$ cat config.mk
export PLATFORM = sky130hd
export DESIGN_NAME = serial_adder_ctrl
export DESIGN_NICKNAME = d
export VERILOG_FILES = /design/src/rtl/serial_adder_ctrl.sv
export SDC_FILE = /design/constraint.sdc
export NUM_CORES = 1
export LEC_CHECK = 0
export BUFFER_PORTS_ARGS = -buffer_cell sky130_fd_sc_hd__buf_2
export CORE_MARGIN = 3
export CORE_UTILIZATION = 56
export DETAILED_ROUTE_END_ITERATION = 10
export PLACE_DENSITY = 0.83
export SETUP_SLACK_MARGIN = 0.4
export SLEW_MARGIN = 20
export SYNTH_ARGS = -nofsm -noshare
export SYNTH_HDL_FRONTEND = slang
export SYNTH_SLANG_ARGS = --single-unit
$ cat constraint.sdc
create_clock -name clk -period 3.1 [get_ports clk]
set_clock_uncertainty 0.2 [all_clocks]
set_input_delay 0 -clock clk [delete_from_list [all_inputs] [get_ports clk]]
set_output_delay 0 -clock clk [all_outputs]
set_load 0.02 [all_outputs]
$ cat src/rtl/serial_adder_ctrl.sv
// rtl/serial_adder_ctrl.sv - bit-serial adder with valid/ready operand and result handshakes
// One full-adder slice per cycle, LSB first; the result is held until the consumer takes it.
module serial_adder_ctrl #(
  parameter int WIDTH = 8
) (
  input  logic             clk,
  input  logic             rst,
  input  logic             in_valid,
  output logic             in_ready,
  input  logic [WIDTH-1:0] a,
  input  logic [WIDTH-1:0] b,
  input  logic             cin,
  output logic             out_valid,
  input  logic             out_ready,
  output logic [WIDTH-1:0] sum,
  output logic             cout,
  output logic             busy
);

  localparam int CW = $clog2(WIDTH + 1);
  localparam logic [CW-1:0] LAST = CW'(WIDTH - 1);

  typedef enum logic [1:0] {IDLE, RUN, HOLD} state_t;

  state_t           state;
  state_t           state_nx;
  logic [WIDTH-1:0] a_sr;
  logic [WIDTH-1:0] b_sr;
  logic [WIDTH-1:0] sum_q;
  logic             carry;
  logic             cout_q;
  logic [CW-1:0]    cnt;
  logic             s_bit;
  logic             c_bit;

  assign s_bit = a_sr[0] ^ b_sr[0] ^ carry;
  assign c_bit = (a_sr[0] & b_sr[0]) | (a_sr[0] & carry) | (b_sr[0] & carry);

  always_ff @(posedge clk) begin
    if (rst) state <= IDLE;
    else     state <= state_nx;
  end

  always_comb begin
    state_nx = state;
    case (state)
      IDLE:    if (in_valid)    state_nx = RUN;
      RUN:     if (cnt == LAST) state_nx = HOLD;
      HOLD:    if (out_ready)   state_nx = IDLE;
      default: state_nx = IDLE;
    endcase
  end

  // Operands shift right so bit k sits at [0] in cycle k; sum fills from the top and
  // ends with bit k at position k after WIDTH shifts.
  always_ff @(posedge clk) begin
    if (rst) begin
      a_sr   <= '0;
      b_sr   <= '0;
      sum_q  <= '0;
      carry  <= 1'b0;
      cout_q <= 1'b0;
      cnt    <= '0;
    end else begin
      case (state)
        IDLE: begin
          if (in_valid) begin
            a_sr  <= a;
            b_sr  <= b;
            carry <= cin;
            cnt   <= '0;
          end
        end
        RUN: begin
          a_sr  <= a_sr >> 1;
          b_sr  <= b_sr >> 1;
          sum_q <= {s_bit, sum_q[WIDTH-1:1]};
          carry <= c_bit;
          cnt   <= cnt + 1'b1;
          if (cnt == LAST) cout_q <= c_bit;
        end
        default: ;
      endcase
    end
  end

  assign in_ready  = (state == IDLE);
  assign out_valid = (state == HOLD);
  assign busy      = (state == RUN);
  assign sum       = sum_q;
  assign cout      = cout_q;

endmodule

==> run summary, run 1 <==
Entering global routing, the biggest net connects 34 pins. At the end of routability-driven placement, the weighted congestion stood at 0.774. Cells with a size suffix above 1 make up 17.8% of the layout.

Vertical extent of the die: 55.7 um. The logs give 0.000488 V for the largest vdd supply drop and 46.3% for the sequential area share after synthesis. Number of placed cells counting well taps: 209. The kind of critical path was reg2reg. The number of buffers inserted by hold repair at cts is 30. Setup slack on the worst reg-to-reg path comes out at 0.62 ns. After the last flow step, the layout net total stands at 241.

The first global-routing pass estimated 6000 um of wire. The tools report the hold path startpoint as in_valid. For this design the static power due to leakage is 0.000785 uW. Number of storage elements in the synthesis netlist: 32. After routing, the total negative slack on setup checks comes to 0 ns.

The CTS buffer count came out at 5. Of the available clock period, the critical path in the final layout requires 80.1%. After detailed routing, the number of remaining DRC violations is 0. Synthesis instantiated 28 different standard cells from the library. TritonCTS built the clock tree. The initialized floorplan defines 17 standard-cell rows. After global routing the overflow that remains totals 0. The tools report the maximum operating frequency as 403 MHz. The run gives 2000 um as the HPWL after detailed placement. Post-layout total power: 904 uW.

In this run the critical register-to-register path is captured at b_sr[1]. The startpoint identified for the worst register-to-register timing path is state[0]. The tools report the count of final max-slew check failures as 0. The area growth from synthesis to layout is 36.0%.

In this run the remaining antenna-violating nets after routing total 0. The pre-antenna-repair detailed-routing pass consisted of 4 iterations. The number of nets in the synthesized netlist was 184; the count of input and output buffers was 32.

The root buffer cell chosen for the clock tree is clkbuf_4. The number of cell instances on the worst register-to-register path is 4, and the data required time of the worst path is 3.08 ns. The run finished with clean final reports. After the flow finishes, the layout carries non-filler instances totaling 247. In this run the deepest clock path goes through 2 buffers.

For the worst setup path, the data arrival time is 2.46 ns. The run gives 33 as the top-level port count. The logs give 0 for the post-CTS resize count and 3490 um for the aggregate routed wire length.

0 antenna diodes ended up in the layout. The tools report the violation count after the first detailed-route iteration as 47. Starting density of the core: 60.7%. The maximum fanout along the worst path was 22; the wire length per cell was 14.1 um. The die covers 0.00310 sq mm.

The final setup violation count is 0. The synthesized netlist occupies a cell area of 0.00138 sq mm. In this run the standard cell core region covers 0.00228 sq mm. The worst hold path passes through 3 cells.

The later-pin clock latency in the skew report was 0.32 ns; the clock-pin slew reported for the worst setup and hold paths after clock tree synthesis was 0.10 ns. In the global route stage, overall resource usage came out at 24.3%. The type of the most critical hold path was in2reg.

After detailed routing, the number of vias per cell comes to 5.55. The average instance in the mapped netlist occupies 8.59 sq um. Synthesis handed over a netlist of 161 instances.

Buffers added to address setup during post-CTS repair amount to 0. Setup repair after global routing left no endpoint under its margin. Critical path capture point type: a flop. The final critical-path required period was 2.48 ns; the via count of the first global-routing pass was 1436. Max-cap violations in this run came to 0. The power per cell area came out at 480 mW/mm^2. The number of warnings reported in the yosys synthesis log is 0, and the number of antenna violations at the first check in global routing is 0. The clock drives 32 sinks. The number of hold violations in the final report was 0. The H-tree generated during clock tree synthesis spans 2 levels. The slew at the pin closest to its max-slew limit is 0.741 ns.

The tools report the sort of element at the start of the critical path as a flop. The detailed router placed 1371 vias in this run. The x dimension of the die came out at 55.7 um. Normalized max-slew margin: 50.5%.

The worst hold path terminates at a_sr[5].
==> cell families after synthesis <==
kind of cell	synth area share [%]
simple gates	19.1
compound gates	25.3
flops	46.3
buf+inv	6.15
fa+ha+maj	2.35
mux	0.724
==> final cells by class <==
class / instances / area [sq um]
clock buffers: 6 / 41.3
flip-flops and latches: 32 / 641
clock inverters: 2 / 35.0
multi-input cells: 114 / 657
inverters: 3 / 11.3
repair buffers: 62 / 460
fillers: 133 / 395
well taps: 28 / 35.0
==> registers in the layout (all words and copies together), names as in the netlist <==
name   count
cout       1
b_sr       8
cnt        4
a_sr       8
sum        8
state      2
carry      1
==> stage by stage <==
stage | util [%] | setup WS [ns] | hold slack [ns] | instance area (sq um)
5_1_grt | 82.6 | 0.478 | 0.0263 | 1880
6_report | 82.6 | 0.616 | 0.0166 | 1880
3_3_place_gp | 66.1 | 1.11 | 0.0668 | 1500
2_1_floorplan | - | 1.62 | -0.121 | 1380
3_5_place_dp | 66.1 | 0.997 | 0.0806 | 1500
4_1_cts | 82.6 | 0.720 | 0.0000186 | 1880
==> worst max-delay path by stage <==
stage | start | to | slack [ns] | depth (start not counted)
4_1_cts | state[0] | a_sr[1] | 0.72 | 4
6_report | state[0] | b_sr[1] | 0.62 | 4
3_5_place_dp | state[0] | cnt[0] | 1.0 | 4
2_1_floorplan | state[0] | a_sr[7] | 1.62 | 5
5_1_grt | state[0] | b_sr[1] | 0.48 | 4
3_3_place_gp | state[0] | cnt[0] | 1.11 | 4
==> cells in the final DEF (no fill, tap or decap), drive strengths merged <==
cell	netlist	final
nand2b	5	5
dlygate4sd3	0	30
o32a	1	1
a22oi	1	1
inv	3	3
dfxtp	32	32
bufinv	0	1
a211oi	16	16
nand3	2	2
a21oi	10	10
nor3	1	1
o22ai	4	4
nor2b	1	1
clkinv	0	1
or3	1	1
ha	1	1
fa	1	1
buf	6	32
o21bai	1	1
clkbuf	6	6
a32oi	2	2
a31oi	1	1
o2bb2ai	11	11
nor2	31	31
nand2	21	21
and4b	1	1
o21ba	1	1
mux2i	1	1
==> synthesized netlist by cell type <==
cell / n / area [sq um]
buf_6: 2 / 22.5
nand2_1: 21 / 78.8
inv_1: 3 / 11.3
buf_4: 3 / 22.5
and4b_1: 1 / 10.0
clkbuf_2: 1 / 5.00
a31oi_1: 1 / 6.26
nand3_1: 2 / 10.0
ha_1: 1 / 12.5
a22oi_1: 1 / 7.51
dfxtp_1: 32 / 641
or3_1: 1 / 6.26
o21bai_1: 1 / 7.51
a211oi_1: 16 / 120
o22ai_1: 4 / 25.0
buf_2: 1 / 5.00
o2bb2ai_1: 11 / 96.3
o32a_1: 1 / 10.0
nor2b_1: 1 / 6.26
clkbuf_1: 5 / 18.8
nand2b_1: 5 / 31.3
fa_1: 1 / 20.0
nor2_1: 31 / 116
o21ba_1: 1 / 10.0
mux2i_1: 1 / 10.0
a32oi_1: 2 / 17.5
nor3_1: 1 / 5.00
a21oi_1: 10 / 50.1
==> report_power, final <==
part	internal (uW)	leakage (uW)	switching, uW
clock network	169	0.0000422	140
registers	435	0.000263	20.1
logic	73.5	0.000480	65.5
==> per-layer routing <==
layer / vias to the layer above / track usage (%) / share of wire (%)
met5: - / 0 / 0
met4: 0 / 10.4 / 1.3
met3: 4 / 7.42 / 4.5
met2: 37 / 42.6 / 50
met1: 647 / 27.0 / 44
li1: 683 / - / -
==> critical path, stage by stage (launching register included) <==
cell	delay (ns)
dfxtp_1	0.82
inv_1	0.42
o2bb2ai_1	0.26
dlygate4sd3_1	0.58
a211oi_1	0.07
No activity file was read; power rests on OpenSTA's default activity.
==> run 2: changes to the inputs <==
--- a/config.mk
+++ b/config.mk
@@ -7,9 +7,9 @@
 export LEC_CHECK = 0
 export BUFFER_PORTS_ARGS = -buffer_cell sky130_fd_sc_hd__buf_2
 export CORE_MARGIN = 3
-export CORE_UTILIZATION = 56
+export CORE_UTILIZATION = 47
 export DETAILED_ROUTE_END_ITERATION = 10
-export PLACE_DENSITY = 0.83
+export PLACE_DENSITY = 0.74
 export SETUP_SLACK_MARGIN = 0.4
 export SLEW_MARGIN = 20
 export SYNTH_ARGS = -nofsm -noshare
==> constraint.sdc (replaced) <==
create_clock -name clk -period 2.2 [get_ports clk]
set_clock_uncertainty 0.2 [all_clocks]
set_input_delay 0 -clock clk [delete_from_list [all_inputs] [get_ports clk]]
set_output_delay 0 -clock clk [all_outputs]
set_load 0.02 [all_outputs]
==> run summary, run 2 (synthesized netlist as in run 1, its figures left out) <==
The logs give 32 (unchanged) for the total number of clock tree sinks and 241 (was 247) for the number of cells in the finished layout apart from fillers. The run gives 2.24 ns (was 3.08 ns) as the data required time of the worst path. The core area came out at 0.00278 sq mm (was 0.00228 sq mm).

The count of standard-cell rows came out at 19 (was 17). Number of fill cells: 244 (was 133). The signed area change from the synthesized netlist to the final layout was 28.8% (was 36.0%); the normalized max-slew margin was 61.0% (was 50.5%). The run gives 0.00363 sq mm (was 0.00310 sq mm) as the full die area. The master cell of the clock root buffer is clkbuf_4 (unchanged). The maximum fanout along the worst path was 16 (was 22). The clock-pin slew reported for the worst setup and hold paths after clock tree synthesis came out at 0.10 ns (about the same). The run gives 0 (unchanged) as the final setup violation count. The via count normalized by instance count is 5.48 (was 5.55). Commonest non-fill, non-tap cells in the layout: buf_2, nor2_1, dfxtp_1 (was dfxtp_1, buf_2, nor2_1). The library cell used most frequently in the layout, excluding fill and tap cells, is buf_2.

The tools report the leakage power figure as 0.000738 uW (was 0.000785 uW). The setup slack on the worst flop-to-flop path was 0.61 ns (was 0.62 ns); the overall overflow remaining after global route was 0 (unchanged). The tools report the internal power consumption as 850 uW (was 678 uW). Share of layout cells above drive strength 1: 21.0% (was 17.8%). The top-level port count is 33 (unchanged). Final critical-path required period: 1.60 ns.

The critical path capture point type is a flop (unchanged). DRC violation count after routing: 0 (unchanged). The count of final max-slew check failures was 0 (unchanged); the x dimension of the die was 60.2 um (was 55.7 um). For the final standard cell area without fillers, the log shows 0.00178 sq mm (was 0.00188 sq mm). The number of routed nets with antenna violations was 0 (unchanged). The vertical extent of the die is 60.2 um (was 55.7 um), and the total number of vias is 1320 (was 1371). The logs give 29.7% (was 34.2%) for the clock network power share and 0.33 ns (was 0.32 ns) for the later-pin clock latency in the skew report.

The post-route core utilization was 64.0% (was 82.6%); the last weighted congestion value of the routability-driven placer was 0.758 (was 0.774). The sort of element at the start of the critical path is an input port (was a flop). The violation count after the first detailed-route iteration came out at 59 (was 47). The tools report the via count of the first global-routing pass as 1301 (was 1436). TritonCTS built the clock tree. For the maximum clock path buffer count, the log shows 2 (unchanged).

The slew at the pin closest to its max-slew limit is 0.585 ns (was 0.741 ns), and the aggregate routed wire length is 3180 um (was 3490 um). The count of input and output buffers is 32 (unchanged), and the post-layout net count is 232 (was 241). The post-route setup TNS is 0 ns (unchanged), and the starting density of the core is 49.7% (was 60.7%). For the combined global-route utilization of all metal layers, the log shows 20.5% (was 24.3%). Number of antenna violations at the first check in global routing: 0 (unchanged).

The critical path's largest stage delay was 0.52 ns (was 0.82 ns). The number of max-capacitance violations reported came out at 0 (unchanged). The tools report the start of the worst register-to-register path as state[0] (unchanged). The library cell contributing the largest single delay on the critical path was o21ba_1 (was dfxtp_1).

The end point of the critical path was b_sr[6] (was b_sr[1]). The number of hold violations in the final report came out at 0 (unchanged). Kind of critical path: in2reg (was reg2reg).

The power spent charging and discharging nets came out at 304 uW (was 226 uW). The switching power share of the total is 26.4% (was 25.0%). The post-layout total power came out at 1150 uW (was 904 uW).

The run finished with clean final reports. The pin count of the biggest net entering global routing was 34 (unchanged). Worst setup path startpoint: in_valid (was state[0]).

The HPWL after detailed placement is 2110 um (was 2000 um). The part of the power in combinational logic was 15.1% (was 15.4%). Capturing point of the worst reg2reg path: b_sr[6] (was b_sr[1]). Critical-path cell list: dlygate4sd3_1 -> buf_2 -> o21ba_1 -> nor2_1 -> a211oi_1 (was inv_1 -> o2bb2ai_1 -> dlygate4sd3_1 -> a211oi_1). The number of H-tree levels was 2 (unchanged); the final worst-path cycle share was 72.7%. Power per cell area: 648 mW/mm^2 (was 480 mW/mm^2). The CTS buffer count was 5 (unchanged); the number of cell instances on the worst register-to-register path was 3 (was 4).

Type of the most critical hold path: in2reg (unchanged). The largest vdd supply drop was 0.000510 V (was 0.000488 V). For this run, the top clock speed supported by timing is 625 MHz. Wire length per cell: 13.2 um (was 14.1 um). The tools report the number of placed cells counting well taps as 213 (was 209).

The number of antenna diodes is 0 (unchanged), and the number of iterations in the first detailed-routing pass is 4 (unchanged). Setup repair after global routing left no endpoint under its margin. For the first-pass GRT wire length, the log shows 5510 um (was 6000 um). The cell area reported after detailed placement was 0.00152 sq mm (was 0.00150 sq mm). The fraction of power consumed by sequential logic came out at 55.3% (was 50.4%). Critical path data arrival time: 1.64 ns (was 2.46 ns).
run 2: cell count changes in the layout (fill, tap and decap cells not counted), sizes merged:
cell         previous run  this run
clkinv                  1         2
dlygate4sd3            30        20
bufinv                  1         0
buf                    32        33
run 2: per-stage QoR:
| step | setup slack (ns) | hold slack, ns |
|---|---|---|
| final | 0.600 | 0.249 |
| after global routing | 0.406 | 0.254 |
| after CTS | 0.412 | 0.244 |
| after detailed placement | 0.505 | 0.0725 |
| after global placement | 0.594 | 0.0616 |
| after floorplan | 0.723 | -0.121 |
run 2: what timing repair did:
item / in CTS / in global routing
hold buffers: 20 / 0
hold endpoints to repair: 28 / 0
endpoints found under the setup margin: 1 / 16
buffers inserted: 0 / 0
gates resized for setup: 1 / 2
gates cloned: 0 / 0
run 2: cell type report:
type                    instances  area, sq um  area share [%]
clock buffers                   6         51.3            2.88
clock inverters                 2         10.0           0.562
inverters                       3         11.3           0.632
multi-input cells             114          659            37.0
flip-flops and latches         32          642            36.1
well taps                      31         38.8            2.18
repair buffers                 53          368            20.7
run 2: layer usage:
metal | up-vias | global-route usage, % | part of all wire [%] | wire length, um
li1 | 666 | - | - | -
met1 | 615 | 23.7 | 44 | 1400
met2 | 31 | 34.7 | 49 | 1570
met3 | 8 | 5.40 | 4.5 | 142
met4 | 0 | 10.1 | 2.1 | 67
met5 | - | 0 | 0 | 0
run 2: worst min path at each step:
stage,startpoint,to,slack (ns),cells after the start
6_report,out_ready,state[1],0.25,4
5_1_grt,out_ready,state[1],0.25,4
3_5_place_dp,out_ready,state[1],0.07,3
3_3_place_gp,out_ready,state[1],0.06,3
4_1_cts,out_ready,state[1],0.24,4
2_1_floorplan,rst,state[0],-0.12,1
run 2: power by group through the flow:
stage	combinational [uW]	sequential, uW	clock [uW]
after floorplan	110	646	0
after global placement	142	648	0
after detailed placement	147	650	0
after CTS	175	637	353
after global routing	195	643	377
final	174	638	342
run 2: worst max-delay path, delay by kind of cell:
kind	cells	cell delay [ns]
simple gates	1	0.09
buf+inv	2	0.79
compound gates	2	0.76
==> run 3: changes to the inputs <==
--- a/config.mk
+++ b/config.mk
@@ -7,9 +7,9 @@
 export LEC_CHECK = 0
 export BUFFER_PORTS_ARGS = -buffer_cell sky130_fd_sc_hd__buf_2
 export CORE_MARGIN = 3
-export CORE_UTILIZATION = 47
+export CORE_UTILIZATION = 52
 export DETAILED_ROUTE_END_ITERATION = 10
-export PLACE_DENSITY = 0.74
+export PLACE_DENSITY = 0.78
 export SETUP_SLACK_MARGIN = 0.4
 export SLEW_MARGIN = 20
 export SYNTH_ARGS = -nofsm -noshare
==> constraint.sdc (replaced) <==
create_clock -name clk -period 1.55 [get_ports clk]
set_clock_uncertainty 0.2 [all_clocks]
set_input_delay 0 -clock clk [delete_from_list [all_inputs] [get_ports clk]]
set_output_delay 0 -clock clk [all_outputs]
set_load 0.02 [all_outputs]
==> run summary, run 3 (synthesized netlist as in run 1, its figures left out) <==
The fraction of power consumed by sequential logic is 47.2% (was 55.3%), and the post-route setup TNS is 0 ns (unchanged). For the number of cells in the finished layout apart from fillers, the log shows 257 (was 241). The library cell contributing the largest single delay on the critical path is dfxtp_4 (was o21ba_1). The combined global-route utilization of all metal layers is 25.1% (was 20.5%), and the maximum fanout along the worst path is 6 (was 16).

The violation count after the first detailed-route iteration was 67 (was 59). The DRC violation count after routing was 0 (unchanged). The tools report the later-pin clock latency in the skew report as 0.34 ns (was 0.33 ns). The vertical extent of the die was 57.6 um (was 60.2 um); the pin count of the biggest net entering global routing was 26 (was 34). The switching power share of the total came out at 27.4% (was 26.4%).

The number of antenna diodes came out at 0 (unchanged). The sort of element at the start of the critical path is a flop (was an input port). The critical path's largest stage delay was 0.41 ns (was 0.52 ns); the clock-pin slew reported for the worst setup and hold paths after clock tree synthesis was 0.11 ns (was 0.10 ns). The run gives 32.7% (was 29.7%) as the clock network power share. The power per cell area was 877 mW/mm^2 (was 648 mW/mm^2); the maximum clock path buffer count was 2 (unchanged). The setup slack on the worst flop-to-flop path is 0.02 ns (was 0.61 ns), and the overall overflow remaining after global route is 0 (unchanged). The number of antenna violations at the first check in global routing was 0 (unchanged).

The count of input and output buffers is 32 (unchanged). The tools report the via count of the first global-routing pass as 1385 (was 1301). Dividing the final minimum period by the clock period gives 98.6%.

The logs give 4720 um (was 3180 um) for the aggregate routed wire length and 4 (unchanged) for the number of iterations in the first detailed-routing pass. The run gives 55.3% (was 49.7%) as the starting density of the core. Commonest non-fill, non-tap cell in the layout: buf_2 (unchanged). The tools report the capturing point of the worst reg2reg path as cout (was b_sr[6]).

The final setup violation count was 0 (unchanged); the number of placed cells counting well taps was 214 (was 213). The run gives 1410 uW (was 850 uW) as the internal power consumption. The run gives 249 (was 232) as the post-layout net count. The type of the most critical hold path was in2reg (unchanged). The number of cell instances on the worst register-to-register path was 4 (was 3); the logic depth of the worst path, buffers included was 4 (was 5). The CTS buffer count was 5 (unchanged); the total number of clock tree sinks was 32 (unchanged). For the part of the power in combinational logic, the log shows 20.1% (was 15.1%).

Kind of critical path: reg2reg (was in2reg). Critical-path cell list: buf_6 -> and4b_2 -> nand2_2 -> mux2i_1 (was dlygate4sd3_1 -> buf_2 -> o21ba_1 -> nor2_1 -> a211oi_1). The final reports fail on negative hold slack.

The end point of the critical path is cout (was b_sr[6]). Total number of vias: 1516 (was 1320). For the normalized max-slew margin, the log shows 65.4% (was 61.0%). Share of layout cells above drive strength 1: 46.3% (was 21.0%). Count of final max-slew check failures: 0 (unchanged). The data required time of the worst path is 1.59 ns (was 2.24 ns), and the wire length per cell is 18.4 um (was 13.2 um). Number of buffers inserted by hold repair at cts: 19 (was 20). The worst setup path startpoint is state[0] (was in_valid).

The via count normalized by instance count is 5.90 (was 5.48). The slew at the pin closest to its max-slew limit was 0.520 ns (was 0.585 ns). The tools report the start of the worst register-to-register path as state[0] (unchanged). The final hold slack was -0.0812 ns (was 0.249 ns); the final critical-path required period was 1.53 ns.

The count of standard-cell rows is 18 (was 19). The number of max-capacitance violations reported came out at 0 (unchanged). For the first-pass GRT wire length, the log shows 6280 um (was 5510 um). The signed area change from the synthesized netlist to the final layout is 59.5% (was 28.8%), and the HPWL after detailed placement is 2080 um (was 2110 um). The critical path capture point type is a flop (unchanged). The maximum operating frequency came out at 654 MHz. The critical path data arrival time was 1.57 ns (was 1.64 ns); the number of H-tree levels was 2 (unchanged).

The top-level port count was 33 (unchanged); the full die area was 0.00331 sq mm (was 0.00363 sq mm). The tools report the last weighted congestion value of the routability-driven placer as 0.786 (was 0.758). The run finished, with violations left.

The run gives 122 (was 244) as the number of fill cells. The tools report the leakage power figure as 0.000891 uW (was 0.000738 uW). For the number of routed nets with antenna violations, the log shows 0 (unchanged). Setup repair after global routing could not meet its margin everywhere. For the number of hold violations in the final report, the log shows 10 (was 0). TritonCTS built the clock tree. The largest vdd supply drop was 0.000819 V (was 0.000510 V). The x dimension of the die was 57.6 um (was 60.2 um).

The core area is 0.00250 sq mm (was 0.00278 sq mm). The family with the most delay on the worst path was flip-flops (was buffers and inverters). Commonest non-fill, non-tap cells in the layout: buf_2, nor2_1, dfxtp_1 (unchanged). The master cell of the clock root buffer is clkbuf_4 (unchanged). The power spent charging and discharging nets is 529 uW (was 304 uW), and the buffering stage count on the worst path with inverters included is 1 (was 2).
## run 3: repair_timing
action	CTS	global route
pin swaps	12	13
endpoints found under the hold margin	28	10
gates cloned	1	1
resized for setup	26	34
setup buffers	9	5
endpoints found under the setup margin	35	35
## run 3: final cells by class
type	instances	area [sq um]	area share, %
clock buffers	6	41.3	1.87
inverters	3	27.5	1.25
repair buffers	69	559	25.4
flip-flops and latches	32	657	29.8
well taps	30	37.5	1.70
clock inverters	2	35.0	1.59
multi-input cells	115	848	38.5
## run 3: worst min path at each step
stage | start | to | slack, ns | cells past startpoint
after floorplan | rst | state[0] | -0.13 | 1
after global placement | b[7] | b_sr[7] | 0.07 | 3
after detailed placement | a[7] | a_sr[7] | 0.08 | 3
after CTS | rst | sum[2] | -0.12 | 2
after global routing | rst | sum[3] | -0.07 | 2
final | rst | sum[3] | -0.08 | 2
## run 3: metrics by stage
| stage | area, sq um | utilization, % | power (uW) | hold slack [ns] | worst slack, ns |
|---|---|---|---|---|---|
| floorplan | 1470 | - | 1100 | -0.131 | 0.271 |
| global placement | 1590 | 63.6 | 1140 | 0.0652 | 0.209 |
| detailed placement | 1590 | 63.6 | 1150 | 0.0812 | 0.158 |
| CTS | 2030 | 81.1 | 1840 | -0.116 | 0.203 |
| global route | 2210 | 88.2 | 2000 | -0.0711 | 0.0439 |
| finish | 2210 | 88.2 | 1930 | -0.0812 | 0.0212 |
## run 3: layer usage
| layer | vias up | wire length, um | track usage (%) |
|---|---|---|---|
| met3 | 17 | 247 | 5.66 |
| met1 | 730 | 1990 | 30.7 |
| met5 | - | 0 | 0 |
| met2 | 66 | 2330 | 40.3 |
| li1 | 703 | - | - |
| met4 | 0 | 154 | 14.2 |
## run 3: power groups by stage
| stage | Combinational, uW | Clock, uW | Sequential, uW |
|---|---|---|---|
| floorplan | 182 | 0 | 918 |
| global placement | 216 | 0 | 926 |
| detailed placement | 221 | 0 | 930 |
| CTS | 306 | 630 | 906 |
| global route | 412 | 670 | 917 |
| finish | 389 | 633 | 913 |
## run 3: worst reg2reg max path: stages, from the launching register on
cell,delay [ns]
dfxtp_4,0.41
buf_6,0.14
and4b_2,0.25
nand2_2,0.12
mux2i_1,0.31
